### config.mk
export PLATFORM = sky130hd
export DESIGN_NAME = apb_initiator14
export DESIGN_NICKNAME = d
export VERILOG_FILES = /design/src/rtl/apb_initiator14_pkg.sv /design/src/rtl/apb_rsp_mux14.sv /design/src/rtl/apb_initiator14.sv
export SDC_FILE = /design/constraint.sdc
export NUM_CORES = 1
export LEC_CHECK = 0
export CAP_MARGIN = 40
export CORE_MARGIN = 2
export CORE_UTILIZATION = 41
export CTS_BUF_LIST = sky130_fd_sc_hd__clkbuf_8 sky130_fd_sc_hd__clkbuf_16
export DETAILED_ROUTE_END_ITERATION = 7
export GPL_ROUTABILITY_DRIVEN = 1
export PLACE_DENSITY = 0.81
export RECOVER_POWER = 50
export REMOVE_ABC_BUFFERS = 1
export SYNTH_ARGS = -nofsm -noshare
export SYNTH_HDL_FRONTEND = slang
export SYNTH_SLANG_ARGS = --single-unit
### constraint.sdc
create_clock -name pclk14 -period 2.8 [get_ports pclk14]
set_clock_uncertainty 0.1 [all_clocks]
set_input_delay 0.42 -clock pclk14 [delete_from_list [all_inputs] [get_ports pclk14]]
set_output_delay 0.42 -clock pclk14 [all_outputs]
set_load 0.05 [all_outputs]
### src/rtl/apb_initiator14_pkg.sv
// Shared types and constants for the apb_initiator14 APB3 initiator.
package apb_initiator14_pkg;

  // Width of the slave-index field at the top of the request address.
  localparam int unsigned IdxW  = 4;
  localparam int unsigned DataW = 32;

  typedef enum logic [1:0] {
    StIdle   = 2'd0,
    StSetup  = 2'd1,
    StAccess = 2'd2,
    StResp   = 2'd3
  } state_e;

  typedef enum logic [1:0] {
    StsOk      = 2'b00,
    StsSlverr  = 2'b01,
    StsDecerr  = 2'b10,
    StsTimeout = 2'b11
  } status_e;

  // Wait counter must hold the value TIMEOUT; never narrower than 1 bit.
  function automatic int unsigned cnt_width(int unsigned timeout);
    return (timeout == 0) ? 1 : $clog2(timeout + 1);
  endfunction

endpackage

### src/rtl/apb_rsp_mux14.sv
// Combinational response mux: picks pready/pslverr/prdata of the latched slave index.
module apb_rsp_mux14
  import apb_initiator14_pkg::*;
#(
  parameter int unsigned NUM_SLV = 4
) (
  input  logic [IdxW-1:0]          idx_i,
  input  logic [DataW*NUM_SLV-1:0] prdata_i,
  input  logic [NUM_SLV-1:0]       pready_i,
  input  logic [NUM_SLV-1:0]       pslverr_i,
  output logic                     ready_o,
  output logic                     slverr_o,
  output logic [DataW-1:0]         rdata_o
);

  // Only the indexed slave contributes; an out-of-range index yields all zeros.
  always_comb begin
    ready_o  = 1'b0;
    slverr_o = 1'b0;
    rdata_o  = '0;
    for (int i = 0; i < NUM_SLV; i++) begin
      if (idx_i == IdxW'(i)) begin
        ready_o  = pready_i[i];
        slverr_o = pslverr_i[i];
        rdata_o  = prdata_i[DataW*i +: DataW];
      end
    end
  end

endmodule

### src/rtl/apb_initiator14.sv
// APB3 initiator: converts a request/response port into APB transfers to NUM_SLV slaves,
// with address-based slave decode and an optional pready timeout.
module apb_initiator14
  import apb_initiator14_pkg::*;
#(
  parameter int unsigned NUM_SLV = 4,
  parameter int unsigned PADDR_W = 8,
  parameter int unsigned TIMEOUT = 255
) (
  input  logic                     pclk14,
  input  logic                     n_p_reset14,
  input  logic                     req_valid14,
  output logic                     req_ready14,
  input  logic                     req_write14,
  input  logic [PADDR_W+3:0]       req_addr14,
  input  logic [DataW-1:0]         req_wdata14,
  output logic                     rsp_valid14,
  output logic [DataW-1:0]         rsp_rdata14,
  output logic [1:0]               rsp_status14,
  output logic [NUM_SLV-1:0]       psel14,
  output logic                     penable14,
  output logic                     pwrite14,
  output logic [PADDR_W-1:0]       paddr14,
  output logic [DataW-1:0]         pwdata14,
  input  logic [DataW*NUM_SLV-1:0] prdata14,
  input  logic [NUM_SLV-1:0]       pready14,
  input  logic [NUM_SLV-1:0]       pslverr14
);

  localparam int unsigned AddrW = PADDR_W + IdxW;
  localparam int unsigned CntW  = cnt_width(TIMEOUT);
  localparam logic [IdxW:0] NumSlvC = (IdxW + 1)'(NUM_SLV);
  localparam logic [CntW-1:0] TimeoutC = CntW'(TIMEOUT);

  state_e            state_q, state_d;
  status_e           status_q, status_d;
  logic [DataW-1:0]  rdata_q, rdata_d;
  logic [CntW-1:0]   cnt_q, cnt_d;
  logic              write_q;
  logic [PADDR_W-1:0] addr_q;
  logic [DataW-1:0]  wdata_q;
  logic [IdxW-1:0]   idx_q;
  logic              req_load;

  logic              sel_ready;
  logic              sel_slverr;
  logic [DataW-1:0]  sel_rdata;

  apb_rsp_mux14 #(
    .NUM_SLV (NUM_SLV)
  ) u_rsp_mux (
    .idx_i     (idx_q),
    .prdata_i  (prdata14),
    .pready_i  (pready14),
    .pslverr_i (pslverr14),
    .ready_o   (sel_ready),
    .slverr_o  (sel_slverr),
    .rdata_o   (sel_rdata)
  );

  // Next-state, response status/data capture and wait-counter update.
  always_comb begin
    state_d  = state_q;
    status_d = status_q;
    rdata_d  = rdata_q;
    cnt_d    = cnt_q;
    req_load = 1'b0;
    unique case (state_q)
      StIdle: begin
        if (req_valid14) begin
          req_load = 1'b1;
          rdata_d  = '0;
          cnt_d    = '0;
          if ({1'b0, req_addr14[AddrW-1:PADDR_W]} >= NumSlvC) begin
            status_d = StsDecerr;
            state_d  = StResp;
          end else begin
            status_d = StsOk;
            state_d  = StSetup;
          end
        end
      end
      StSetup: begin
        state_d = StAccess;
      end
      StAccess: begin
        if (sel_ready) begin
          status_d = sel_slverr ? StsSlverr : StsOk;
          rdata_d  = (!write_q && !sel_slverr) ? sel_rdata : '0;
          state_d  = StResp;
        end else begin
          // Saturating so a disabled timeout never wraps back to a match.
          if (cnt_q != '1) begin
            cnt_d = cnt_q + CntW'(1);
          end
          if ((TIMEOUT != 0) && (cnt_d == TimeoutC)) begin
            status_d = StsTimeout;
            rdata_d  = '0;
            state_d  = StResp;
          end
        end
      end
      StResp: begin
        cnt_d   = '0;
        state_d = StIdle;
      end
      default: begin
        state_d = StIdle;
      end
    endcase
  end

  // FSM state, status, read data and wait counter.
  always_ff @(posedge pclk14 or negedge n_p_reset14) begin
    if (!n_p_reset14) begin
      state_q  <= StIdle;
      status_q <= StsOk;
      rdata_q  <= '0;
      cnt_q    <= '0;
    end else begin
      state_q  <= state_d;
      status_q <= status_d;
      rdata_q  <= rdata_d;
      cnt_q    <= cnt_d;
    end
  end

  // Request registers; they keep driving paddr/pwrite/pwdata while idle.
  always_ff @(posedge pclk14 or negedge n_p_reset14) begin
    if (!n_p_reset14) begin
      write_q <= 1'b0;
      addr_q  <= '0;
      wdata_q <= '0;
      idx_q   <= '0;
    end else if (req_load) begin
      write_q <= req_write14;
      addr_q  <= req_addr14[PADDR_W-1:0];
      wdata_q <= req_wdata14;
      idx_q   <= req_addr14[AddrW-1:PADDR_W];
    end
  end

  // One-hot select for SETUP and ACCESS only.
  always_comb begin
    psel14 = '0;
    for (int i = 0; i < NUM_SLV; i++) begin
      psel14[i] = ((state_q == StSetup) || (state_q == StAccess)) && (idx_q == IdxW'(i));
    end
  end

  assign req_ready14  = (state_q == StIdle);
  assign rsp_valid14  = (state_q == StResp);
  assign rsp_status14 = rsp_valid14 ? status_q : StsOk;
  assign rsp_rdata14  = rsp_valid14 ? rdata_q : '0;
  assign penable14    = (state_q == StAccess);
  assign pwrite14     = write_q;
  assign paddr14      = addr_q;
  assign pwdata14     = wdata_q;

endmodule
### Word level (Yosys, flattened, before mapping)

Index checks and enable logic that the tools add are counted.

| word-level totals | value |
|---|---|
| bits in registers | 89 |
| bits of input ports | 184 |
| output and inout port bits | 82 |
| logic and storage cells | 73 |

| operators by class | value |
|---|---|
| add/subtract/negate cells | 1 |
| order comparisons | 1 |
| equality and inequality tests | 11 |
| mux-type cells | 37 |
| reductions and logical operators | 15 |

Operator list:

| cell | number |
|---|---|
| 32-bit 2-to-1 mux | 9 |
| 32-bit case mux with 2 select lines | 1 |
| 8-bit 2-to-1 mux | 5 |
| 8-bit case mux with 3 select lines | 1 |
| 2-bit 2-to-1 mux | 8 |
| 1-bit 2-to-1 mux | 11 |
| 8-bit by 1-bit adder with 8-bit output (second input constant) | 1 |
| 4-bit by 2-bit equality test with 1-bit output (second input constant) | 2 |
| 8-bit equality test (second input constant) | 1 |
| 8-bit != test (second input constant) | 1 |
| 2-bit case mux with 4 select lines | 1 |
| 3-bit AND reduction | 2 |
| 1-bit logical AND | 5 |
| 2-bit equality test (second input constant) | 2 |
| 4-bit by 1-bit equality test with 1-bit output (second input constant) | 1 |
| 4-bit by 3-bit greater-or-equal comparator with 1-bit output (second input constant) | 1 |
| 4-bit logical NOT | 1 |
| 2-bit != test (second input constant) | 2 |
| 2-bit case mux with 2 select lines | 1 |
| 3-bit by 1-bit != test with 1-bit output (second input constant) | 1 |
| 3-bit nonzero test | 1 |
| 2-bit by 1-bit equality test with 1-bit output (second input constant) | 1 |
| 1-bit logical NOT | 2 |
| 2-bit logical NOT | 1 |
| other kinds (3) | 3 |

### Longest topological paths before layout

| depth | value |
|---|---|
| depth after elaboration | 11 |
| mapped depth | 9 |
| mapped depth without buffers | 8 |

### Cells and area by module

A second synthesis with hierarchy kept.

| second synthesis, totals | value |
|---|---|
| cell total of the unflattened synthesis | 516 |
| area, all modules | 5413.9 um2 |

Modules (own cells, without submodules):

| module | times used | cells each | area an instance (um2) |
|---|---|---|---|
| apb_initiator14 | 1 | 396 | 4374.2 |
| apb_rsp_mux14 | 1 | 120 | 1039.7 |

### Worst setup path before layout

OpenSTA, ideal clock, no wires.

| timing path | value |
|---|---|
| path kind | register to output |
| start | reg state_q[0] |
| end | out psel14[0] |
| arrival time | 2044 ps |
| required time | 2280 ps |
| slack | 236 ps |
| stages on the path, launching flop included | 5 |
| path buffers | 0 |
| cells stage by stage | dfrtp_1 > inv_1 > ha_1 > and2_1 > nor3b_1 |

| between the ends | value |
|---|---|
| longest elaborated chain between the ends | 3 |
| elaborated cells on any way between the ends | 4 |
| classes of those cells | 2 x eq/ne; 2 x reduce/logical |

Ends and longest elaborated chain:

| item | line | text |
|---|---|---|
| from (decl) | apb_initiator14.sv:35 | `state_e state_q, state_d;` |
| from (signal assigned) | apb_initiator14.sv:116 | `state_q <= StIdle;` |
| from (signal assigned) | apb_initiator14.sv:121 | `state_q <= state_d;` |
| 2-bit by 1-bit equality test with 1-bit output / 2-bit equality test (equally long branches) | apb_initiator14.sv:147 | `psel14[i] = ((state_q == StSetup) \|\| (state_q == StAccess)) && (idx_q == IdxW'(i));` |
| 1-bit logical OR * | apb_initiator14.sv:147 |  |
| 1-bit logical AND * | apb_initiator14.sv:147 |  |
| to (decl) | apb_initiator14.sv:20 | `output logic [NUM_SLV-1:0] psel14,` |

Every way passes the cells marked *; elsewhere a longest branch is shown, timed or not.

### Final worst setup path

| timing path | value |
|---|---|
| start | reg cnt_q[0] |
| end | reg state_q[0] |

| between the ends | value |
|---|---|
| longest elaborated chain between the ends | 7 |
| elaborated cells on any way between the ends | 8 |
| classes of those cells | 1 x add/sub; 3 x eq/ne; 3 x mux; 1 x reduce/logical |

Ends and longest elaborated chain:

| item | line | text |
|---|---|---|
| from (decl) | apb_initiator14.sv:38 | `logic [CntW-1:0] cnt_q, cnt_d;` |
| from (signal assigned) | apb_initiator14.sv:124 | `cnt_q <= cnt_d;` |
| 8-bit by 1-bit adder with 8-bit output / 8-bit != test (equally long branches) | apb_initiator14.sv:94, apb_initiator14.sv:93 |  |
| 8-bit 2-to-1 mux * | apb_initiator14.sv:93 | `if (cnt_q != '1) begin` |
| 8-bit 2-to-1 mux * | apb_initiator14.sv:87 | `if (sel_ready) begin` |
| 8-bit 2-to-1 mux * | apb_initiator14.sv:68 | `unique case (state_q)` |
| 8-bit equality test * | apb_initiator14.sv:96 | `if ((TIMEOUT != 0) && (cnt_d == TimeoutC)) begin` |
| 3-bit by 1-bit != test with 1-bit output (no source line) * | -- |  |
| 2-bit AND reduction (no source line) * | -- |  |

Every way passes the cells marked *; elsewhere a longest branch is shown, timed or not. The select of a mux whose other input is x is not followed.
A chain may end at the register's enable or synchronous reset.

==> out/qor.yml <==
timing:
  rsz0062_at_grt: "no"
  whs_ns: 0.201
  tns_ns: 0
  setup_viol: 0
  maxSlewViolCount: 0
  timing.final.ws_setup_ns: 0.246
  worst_pin_slew_ns: 1.15
  slew_headroom_pct: 23.5
  hold_viol_final: 0
  fin_crit_sh_pct: 91.2
  max_freq_mhz: 391
  min_period_ns: 2.55
critical_path:
  crit-reg2reg-launch: "cnt_q[0]$_DFFE_PN0P_"
  cp.required_ns: 2.97
  max_stage_delay_ns: 0.48
  rrSetupSlack_ns: 0.25
  cp_num_buf_inv: 1
  crit_type: "reg -> reg"
  cp-end-kind: "flop"
  reg2reg_to: "state_q[0]$_DFFE_PN0P_"
  worstPathCellList: "ha_1, nand2_1, nor3_1, a211oi_1, or3_4, nor2_8, buf_12, o41a_1"
  crit_family: "simple AND/OR/NAND/NOR gates"
  critPathMaxFanout: 24
  start_kind: "flop"
  arrival_ns: 2.72
  path_depth: 8
  critPathLaunch: "cnt_q[0]$_DFFE_PN0P_"
  reg2reg_depth: 8
  slowest_stage: "dfrtp_1"
  crit_end: "state_q[0]$_DFFE_PN0P_"
yosys:
  synth_compound_area_share_pct: 16.6
  ys_seq_area_share_pct: 41.0
  synth_warnings: 0
  synthMuxAreaShare_pct: 23.7
  syn_area_per_cell_um2: 12.2
  ys_ff_latch: 89
  synthFlopType: "dfrtp_1"
  synth_xor_area_share_pct: 0.161
  synth_top_family_by_area: "multiplexers"
  synthArstFlopShare_pct: 100
  synth_cell_types: 53
  syn_area_um2: 5430
  postSynthCellCount: 444
  synthSimpleGateAreaFrac_pct: 13.2
  synth-edff-count: 0
  yosys.area_share.adder_pct: 1.15
worst_hold_path:
  min_path_type: "in -> async"
clock_network:
  cts_sinks: 89
  insertion_delay_ns: 0.34
  hold_buffers: 0
  cts_made_buffers: 9
  clk_pin_slew_ns: 0.07
  cts_tree: "built"
  htreeDepth: 3
  cts_setup_buffers: 0
  ctsRootBufferMaster: "clkbuf_16"
  cts_buffer_depth: 2
  cts_resized: 0
route:
  drc: 0
  routed_wl_um: 15800
  vias_per_cell: 5.48
  vias: 4787
  ant_nets: 0
  wl_per_cell_um: 18.1
  drtIter0Drc: 297
  drtPass1Iterations: 6
place:
  dp_slack_ns: 0.266
  dp_hpwl_um: 12000
  io_buffers: 265
  gp_congestion: 0.820
  dpl_cell_area_um2: 8580
floorplanning:
  die_height_um: 119
  core_area_um2: 13100
  fp.dieW_um: 119
  die-area_um2: 14200
  io-pin-count: 266
  rows: 42
  start_util_pct: 41.5
outcome:
  status: "completed"
layout:
  finalInstanceArea_um2: 8870
  nNetsFinal: 881
  drive_above_1_share_pct: 25.0
  num_antenna_cells: 0
  syn2layout_area_growth_pct: 63.2
power:
  powerDensity_nw_per_um2: 987
  p_leak_nw: 3.49
  ir_drop_v: 0.000518
  power_w: 0.00875
grt:
  antenna_found_initial: 0
  grt_pass1_wl_um: 25500
  overflow: 0
  grt_max_degree: 49
  grt.total_usage_pct: 22.7
  grt_pass1_vias: 4890
flow_run:
  maxCapViolCount: 0
==> cells in the final DEF (no fill, tap or decap), types with 12 or more instances in the layout <==
| master | instances |
|---|---|
| clkdlybuf4s50_1 | 188 |
| nand3_1 | 39 |
| dlygate4sd3_1 | 36 |
| o21ai_2 | 30 |
| a22oi_2 | 30 |
| buf_4 | 12 |
| dfrtp_1 | 88 |
| nor2_1 | 13 |
| a21oi_1 | 13 |
| nand2_1 | 13 |
| and2_1 | 37 |
| buf_12 | 38 |
| mux4_2 | 33 |
| mux2_1 | 45 |
==> synth_stat cells, types with 3 or more instances <==
cell | count | area [um^2]
o21ai_2 | 31 | 272
o21ai_0 | 3 | 15.0
buf_1 | 3 | 11.3
nand2b_1 | 3 | 18.8
dfrtp_1 | 89 | 2230
clkbuf_1 | 18 | 67.6
nor2_1 | 13 | 48.8
mux2_1 | 45 | 507
a21oi_1 | 13 | 65.1
nand2_1 | 13 | 48.8
and2_1 | 37 | 231
o21ai_1 | 3 | 15.0
mux4_2 | 33 | 743
buf_6 | 6 | 67.6
inv_1 | 4 | 15.0
buf_2 | 12 | 60.1
nor3_1 | 4 | 20.0
nand3_1 | 39 | 195
ha_1 | 5 | 62.6
a22oi_2 | 30 | 375
==> power by group <==
group | switching, W | leakage, nW | internal (W)
clock network | 0.000519 | 0.157 | 0.000790
logic | 0.00304 | 2.20 | 0.00210
registers | 0.000443 | 1.13 | 0.00186
total | 0.00400 | 3.49 | 0.00475
==> worst reg2reg max path, cell delays in order (launching register included) <==
cell	delay [ns]
dfrtp_1	0.48
ha_1	0.36
nand2_1	0.16
nor3_1	0.23
a211oi_1	0.07
or3_4	0.44
nor2_8	0.25
buf_12	0.26
o41a_1	0.16
==> final cells by class <==
type / count / area, um^2
fill: 967 / 4220
sequential: 89 / 2230
tap: 176 / 220
multi-input combinational: 310 / 2970
clock inverter: 7 / 98.8
clock buffer: 9 / 225
timing repair buffer: 277 / 3110
inverter: 5 / 18.8
==> per-stage QoR <==
stage | std cells | util [%]
floorplan | 404 | -
global placement | 857 | 65.5
detailed placement | 857 | 65.5
CTS | 873 | 68.0
global route | 873 | 67.8
finish | 873 | 67.8
==> logic make-up after synthesis <==
kind of cell             count (synthesis)
flip-flops                              89
multiplexers                            80
buffers and inverters                   45
AO/OA/AOI/OAI                           99
adder cells (fa/ha/maj)                  5
XOR/XNOR                                 1
AND/OR/NAND/NOR                        125
==> worst min-delay path by stage <==
stage	from	end	slack [ns]
detailed placement	n_p_reset14	paddr14[3]$_DFFE_PN0P_	0.37
finish	n_p_reset14	paddr14[3]$_DFFE_PN0P_	0.20
global route	n_p_reset14	paddr14[3]$_DFFE_PN0P_	0.30
floorplan	n_p_reset14	cnt_q[0]$_DFFE_PN0P_	0.02
global placement	n_p_reset14	paddr14[3]$_DFFE_PN0P_	0.36
CTS	n_p_reset14	paddr14[3]$_DFFE_PN0P_	0.007
==> metal layers <==
layer  global-route usage, %  vias to the layer above  share of wire [%]
li1                        -                     2174                  -
met1                    26.9                     2313                 39
met2                    40.8                      277                 51
met3                    5.46                       23                8.2
met4                    6.55                        0                1.8
met5                       0                        -                  0
==> state kept, by name (all words and copies together), names as in the netlist <==
| signal | count |
|---|---|
| paddr14 | 8 |
| pwrite14 | 1 |
| pwdata14 | 32 |
| state_q | 2 |
| cnt_q | 8 |
| rdata_q | 32 |
| idx_q | 4 |
| status_q | 2 |
Note: power is estimated with default switching activity, not from simulation.
